<file path="config.mk">
export PLATFORM = sky130hd
export DESIGN_NAME = e1000_tx_intr_moderator
export DESIGN_NICKNAME = d
export VERILOG_FILES = /design/src/rtl/e1000_tx_intr_moderator.sv
export SDC_FILE = /design/constraint.sdc
export NUM_CORES = 1
export LEC_CHECK = 0
export ABC_AREA = 1
export BUFFER_PORTS_ARGS = -buffer_cell sky130_fd_sc_hd__buf_2
export CAP_MARGIN = 20
export CORE_UTILIZATION = 40
export DETAILED_ROUTE_END_ITERATION = 8
export GPL_ROUTABILITY_DRIVEN = 0
export PLACE_DENSITY = 0.67
export RECOVER_POWER = 50
export REMOVE_ABC_BUFFERS = 1
export SYNTH_ARGS = -nofsm -noshare
export SYNTH_HDL_FRONTEND = slang
export SYNTH_SLANG_ARGS = --single-unit
</file>
<file path="constraint.sdc">
create_clock -name aclk -period 4 [get_ports aclk]
set_clock_uncertainty 0.15 [all_clocks]
set_input_delay 0.8 -clock aclk [delete_from_list [all_inputs] [get_ports aclk]]
set_output_delay 0.8 -clock aclk [all_outputs]
set_load 0.03 [all_outputs]
</file>
<file path="src/rtl/e1000_tx_intr_moderator.sv">
`default_nettype none
// ============================================================================
//  Module   : e1000_tx_intr_moderator
//  Purpose  : Generates the E1000 transmit interrupt causes TXDW, TXQE and
//             TXD_LOW from descriptor write-back events and the live TX ring
//             pointers. TXDW can be held back by the TIDV (inter-packet) and
//             TADV (absolute) delay timers, which count in 1.024 us ticks.
//  Ports    :
//    aclk, rst           clock, synchronous active-high reset
//    tx_en               TCTL.EN; low parks the block and clears the timers
//    wb_valid/ide/rs     one descriptor written back, with its IDE/RS bits
//    tdh, tdt, ring_len  ring head, tail and length in descriptors
//    tidv, tadv          delay timer reload values in ticks
//    lwthresh            TXDCTL.LWTHRESH (threshold = lwthresh*8, 0 = off)
//    flush               TIDV write with FPD set
//    txdw_set, txqe_set, txd_low_set   one-cycle cause pulses to ICR
//    delay_pending       a TXDW event is currently being held
//  Revision : 1.0  initial release
// ============================================================================
module e1000_tx_intr_moderator #(
   parameter int TICK_CYCLES = 128,
   parameter int IDX_WIDTH   = 16
) (
   input  logic                 aclk,
   input  logic                 rst,
   input  logic                 tx_en,
   input  logic                 wb_valid,
   input  logic                 wb_ide,
   input  logic                 wb_rs,
   input  logic [IDX_WIDTH-1:0] tdh,
   input  logic [IDX_WIDTH-1:0] tdt,
   input  logic [IDX_WIDTH-1:0] ring_len,
   input  logic [15:0]          tidv,
   input  logic [15:0]          tadv,
   input  logic [6:0]           lwthresh,
   input  logic                 flush,
   output logic                 txdw_set,
   output logic                 txqe_set,
   output logic                 txd_low_set,
   output logic                 delay_pending
);

   localparam int PS_W   = (TICK_CYCLES > 1) ? $clog2(TICK_CYCLES) : 1;
   localparam int PEND_W = IDX_WIDTH + 1;
   // Common width for comparing the pending count against the 10-bit threshold
   localparam int CMP_W  = (PEND_W > 10) ? PEND_W : 10;
   localparam logic [PS_W-1:0] PS_LAST = PS_W'(TICK_CYCLES - 1);

   // ------------------------------------------------------------------
   // Tick prescaler
   // ------------------------------------------------------------------
   logic [PS_W-1:0] presc;
   logic            tick;

   always_ff @(posedge aclk) begin
      if (rst || !tx_en) begin
         presc <= '0;
      end else if (presc == PS_LAST) begin
         presc <= '0;
      end else begin
         presc <= presc + PS_W'(1);
      end
   end

   assign tick = tx_en && (presc == PS_LAST);

   // ------------------------------------------------------------------
   // Write-back qualification and TXDW decision
   // ------------------------------------------------------------------
   logic [15:0] tidv_cnt;
   logic [15:0] tadv_cnt;
   logic        tidv_run;
   logic        tadv_run;
   logic        wb_q;
   logic        wb_imm;
   logic        wb_dly;
   logic        flush_hit;
   logic        tidv_exp;
   logic        tadv_exp;
   logic        fire;

   assign delay_pending = tidv_run || tadv_run;

   always_comb begin
      wb_q      = wb_valid && wb_rs && tx_en;
      wb_imm    = wb_q && (!wb_ide || (tidv == 16'd0));
      wb_dly    = wb_q && wb_ide && (tidv != 16'd0);
      flush_hit = flush && delay_pending && tx_en;
      // A running counter holding 1 reaches 0 on this tick. A reload in the
      // same cycle takes precedence over a TIDV expiry, but not over TADV.
      tidv_exp  = tidv_run && tick && (tidv_cnt == 16'd1) && !wb_dly;
      tadv_exp  = tadv_run && tick && (tadv_cnt == 16'd1);
      // Every term already requires tx_en, so nothing fires while disabled
      fire      = wb_imm || flush_hit || tidv_exp || tadv_exp;
   end

   // ------------------------------------------------------------------
   // TIDV / TADV timers
   // ------------------------------------------------------------------
   always_ff @(posedge aclk) begin
      if (rst || !tx_en || fire) begin
         // Firing delivers (and disabling discards) whatever was held
         tidv_run <= 1'b0;
         tidv_cnt <= 16'd0;
         tadv_run <= 1'b0;
         tadv_cnt <= 16'd0;
      end else begin
         if (wb_dly) begin
            tidv_run <= 1'b1;
            tidv_cnt <= tidv;
         end else if (tidv_run && tick) begin
            tidv_cnt <= tidv_cnt - 16'd1;
         end

         // TADV bounds the total hold time, so it is only armed by the first
         // delayed write-back and never restarted while running.
         if (wb_dly && !tadv_run && (tadv != 16'd0)) begin
            tadv_run <= 1'b1;
            tadv_cnt <= tadv;
         end else if (tadv_run && tick) begin
            tadv_cnt <= tadv_cnt - 16'd1;
         end
      end
   end

   // ------------------------------------------------------------------
   // Ring occupancy
   // ------------------------------------------------------------------
   logic [PEND_W-1:0] pending;
   logic [PEND_W-1:0] prev_pending;
   logic              prev_empty;
   logic              ring_ok;
   logic              ring_empty;
   logic [9:0]        thr;
   logic [CMP_W-1:0]  pend_ext;
   logic [CMP_W-1:0]  prev_ext;
   logic [CMP_W-1:0]  thr_ext;

   always_comb begin
      pending = '0;
      if (ring_len != '0) begin
         if (tdt >= tdh) begin
            pending = {1'b0, tdt} - {1'b0, tdh};
         end else begin
            pending = {1'b0, tdt} + {1'b0, ring_len} - {1'b0, tdh};
         end
      end
   end

   assign ring_ok    = (ring_len != '0);
   assign ring_empty = (tdh == tdt);
   assign thr        = {lwthresh, 3'b000};
   assign pend_ext   = CMP_W'(pending);
   assign prev_ext   = CMP_W'(prev_pending);
   assign thr_ext    = CMP_W'(thr);

   // ------------------------------------------------------------------
   // Cause pulses
   // ------------------------------------------------------------------
   always_ff @(posedge aclk) begin
      if (rst) begin
         txdw_set     <= 1'b0;
         txqe_set     <= 1'b0;
         txd_low_set  <= 1'b0;
         prev_empty   <= 1'b1;
         prev_pending <= '0;
      end else begin
         txdw_set     <= fire;
         txqe_set     <= tx_en && ring_ok && ring_empty && !prev_empty;
         txd_low_set  <= tx_en && ring_ok && (lwthresh != 7'd0) &&
                         (prev_ext >= thr_ext) && (pend_ext < thr_ext);
         // Forcing prev_empty while disabled keeps an already-empty ring
         // from raising TXQE when the transmitter is re-enabled.
         prev_empty   <= tx_en ? ring_empty : 1'b1;
         prev_pending <= pending;
      end
   end

endmodule
`default_nettype wire

</file>
==> summary.txt <==
RUN STATUS
------------------------------------------------------------------------------------------
Outcome                                                                       finished clean

STA
------------------------------------------------------------------------------------------
Fin Setup TNS                                                                         0 ns
Share of the clock period used by the worst path after layout                        0.903
Achievable clock frequency                                                       0.277 GHz
Number of hold-slack violations in the final timing report                               0
Minimum clock period after layout                                                  3.61 ns
Unrepaired setup endpoints after global routing                                      false
Max-slew violations                                                                      0
Count of endpoints failing setup in the final report                                     0
Worst Hold Slack                                                                  0.266 ns
Tightest Pin Transition                                                            1.28 ns
Max-slew headroom at the worst pin                                                   0.142

FLOORPLAN
------------------------------------------------------------------------------------------
Die X                                                                          126 microns
Die Area                                                                       15900 sq um
Core Footprint                                                                 14800 sq um
Initial Utilization                                                                  0.417
Number of core rows                                                                     44
I/O pins                                                                                98
Die Height                                                                     126 microns

PLACE
------------------------------------------------------------------------------------------
Instance area after placement                                                   6800 sq um
Post-DP HPWL                                                                       13.2 mm
Count of placed standard cells including taps                                         1253
Port Buf Inserts                                                                        97

CLOCK NETWORK
------------------------------------------------------------------------------------------
CTS Hold Bufs                                                                            0
Deepest clock path buffer count                                                          2
H-Tree Level Count                                                                       3
Clock tree from TritonCTS                                                             done
Post-CTS sizing                                                                          0
Number of clock sinks                                                                   62
Clock tree root buffer cell                                                      clkbuf_16
Number of buffers added by the clock tree synthesis step                                 9
Clock edge transition at the registers on the reported setup and hold paths        0.05 ns
Worst-Skew Late Latency                                                            0.33 ns
Setup repair bufs after CTS                                                              0

ROUTE
------------------------------------------------------------------------------------------
Vias per Instance                                                                     4.94
Router iterations before antenna repair                                                  6
Antenna-violating nets left                                                              0
Vias                                                                                  6280
DRC violations left                                                                      0
DRC violation total after the first TritonRoute iteration                              403
Total wirelength of the detailed-routed design                                     16.0 mm
Mean routed wirelength per cell                                               12.6 microns

LAYOUT
------------------------------------------------------------------------------------------
Area Overhead vs Synth                                                               16.0%
Share of cells above drive strength 1                                                0.125
Summed area of non-filler cells in the final layout                             7130 sq um
Count of non-filler cells in the finished layout                                      1270
Net count of the finished layout                                                      1242
Register area                                                                   1240 sq um
Combined area of the multi-input logic cells                                    4040 sq um
Layout fillers                                                                        1574

GRT
------------------------------------------------------------------------------------------
Vias in the first global route                                                        5846
Initial antenna violation count                                                          1
GRT Resource Usage Total                                                             0.209
Maximum number of pins on one net before global-route repair                            34
Global-route wire length before repair                                             27.1 mm
Global route overflow                                                                    0

CRITICAL PATH
------------------------------------------------------------------------------------------
Crit end category                                                                     flop
Largest fanout of any net on the critical path                                           5
Worst Reg-to-Reg Cells                                                                  12
FF-to-FF setup slack                                                               0.57 ns
Data arrival time of the critical path                                             3.71 ns
Reg-to-reg startpoint                                                             presc[0]
Req. time, crit path                                                               4.10 ns
Destination of the worst register-to-register timing path                      tadv_cnt[3]
Crit Path Category                                                                  in2reg
Kind of start point of the critical path                                      primary input

WORST HOLD PATH
------------------------------------------------------------------------------------------
Hold Path Stages                                                                         1
Source of the worst hold timing path                                            prev_empty
Class of the worst hold path                                                       reg2reg
Sink of the worst hold path                                                       txqe_set

POWER
------------------------------------------------------------------------------------------
Max IR drop VDD                                                                   0.188 mV
Leakage power summed over all cells                                             0.00385 uW
PwrDens                                                                        353 nW/um^2

SYNTH
------------------------------------------------------------------------------------------
Portion of synthesized cell area occupied by the leading cell type                   0.202
Most instantiated library cell after synthesis                                     nand2_1
Count of synthesis-stage warnings from yosys                                             0
Total of flip-flops plus latches after synthesis                                        62
Largest area contributor in the synthesized netlist                                dfxtp_1
Number of instances in the synthesized netlist                                         981
Biggest area contributors in the synthesized netlist                          dfxtp_1 (20%), nand2_1 (14%), inv_1 (11%)
Avg Cell Area, Syn                                                              6.27 sq um
Cell area after synthesis                                                       6150 sq um
Proportion of synthesized chip area in sequential cells                              0.202
Fraction of registers with async set or reset after synthesis                            0
Leading register cell type out of synthesis                                        dfxtp_1
Number of enable-type register cells in the synthesized netlist                          0
Number of unique standard cell types used by synthesis                                  43
Most frequent cells after synthesis                                           nand2_1 (233), inv_1 (186), nor2_1 (116), a21oi_1 (67), nand3_1 (64)

JOB
------------------------------------------------------------------------------------------
Count of max-cap constraint violations                                                   0

## cell families (layout without fill, tap and decap cells)
kind of cell             count (synthesis)  count (layout)  share of synthesized area
AO/OA/AOI/OAI                          114             114                      0.102
XOR/XNOR                                33              33                     0.0470
adder cells (fa/ha/maj)                 68              68                      0.159
buffers and inverters                  209             313                      0.135
flip-flops                              62              62                      0.202
other                                    0               1                          0
AND/OR/NAND/NOR                        495             495                      0.355
## per-layer routing
layer  track usage  vias up  wire, microns
met4        0.0609        0            280
li1              -     3298              -
met1         0.291     2792           7890
met3        0.0246       20            711
met5             0        -              0
met2         0.336      170           7080
## stage by stage
stage	utilization	power, uW	setup WS, ns
floorplan	-	1320	0.420
global placement	0.461	1550	0.142
detailed placement	0.461	1560	0.0700
CTS	0.486	2530	0.392
global route	0.483	2700	0.0425
finish	0.483	2520	0.389
## registers in the layout, summed over array words and instances (netlist names)
name         flops
txdw_set         1
txqe_set         1
tidv_cnt        16
tadv_run         1
tadv_cnt        16
prev_empty       1
prev_ext        17
presc            7
tidv_run         1
txd_low_set      1
## worst max path at each step
stage / to / startpoint / cells after the start
3_3_place_gp: txd_low_set / tdh[2] / 21
4_1_cts: txd_low_set / tdh[2] / 21
3_5_place_dp: txd_low_set / tdh[2] / 21
6_report: txd_low_set / tdh[2] / 21
2_1_floorplan: txd_low_set / tdt[2] / 21
5_1_grt: txd_low_set / tdh[2] / 21
## cells in the final DEF (no fill, tap or decap), drive strengths merged, types with 2 or more instances in the layout
cell      n
a211oi    4
a21o      2
a21oi    67
a22oi     4
a31oi     2
and2      2
and3      2
buf      95
bufinv    4
clkbuf   18
clkinv    4
dfxtp    62
fa       17
ha       51
inv     192
nand2   240
nand3    69
nand3b    2
nand4    19
nor2    124
nor3     17
nor4     16
o211ai    4
o21ai    24
o21bai    2
o22ai     2
or2       3
xnor2    18
xor2     15
## power by group
part / internal, uW / switching [uW]
combinational: 340 / 544
sequential: 659 / 13.9
clock: 691 / 272
## worst max-delay path: stages
cell and delay [ns]:
buf_2 0.12, fa_1 0.52, inv_1 0.04, ha_1 0.36, a21oi_1 0.15, nand2_1 0.10, nand2_1 0.07, nand3_1 0.12
a31oi_1 0.19, xor2_1 0.16, inv_1 0.05, nor2_1 0.12, nor3_1 0.07, ha_1 0.19, nor3_1 0.18, nand2_1 0.07
inv_1 0.05, nand3_1 0.07, nor2_1 0.09, nand4_1 0.08, nor2_1 0.11
## layout make-up
| type | count | share of cell area |
|---|---|---|
| antenna | 1 | 0.000351 |
| clock buffer | 11 | 0.0340 |
| clock inverter | 5 | 0.0181 |
| inverter | 195 | 0.103 |
| multi-input combinational | 710 | 0.567 |
| sequential | 62 | 0.174 |
| tap | 184 | 0.0323 |
| timing repair buffer | 102 | 0.0719 |
(Power assumes the default switching activity.)
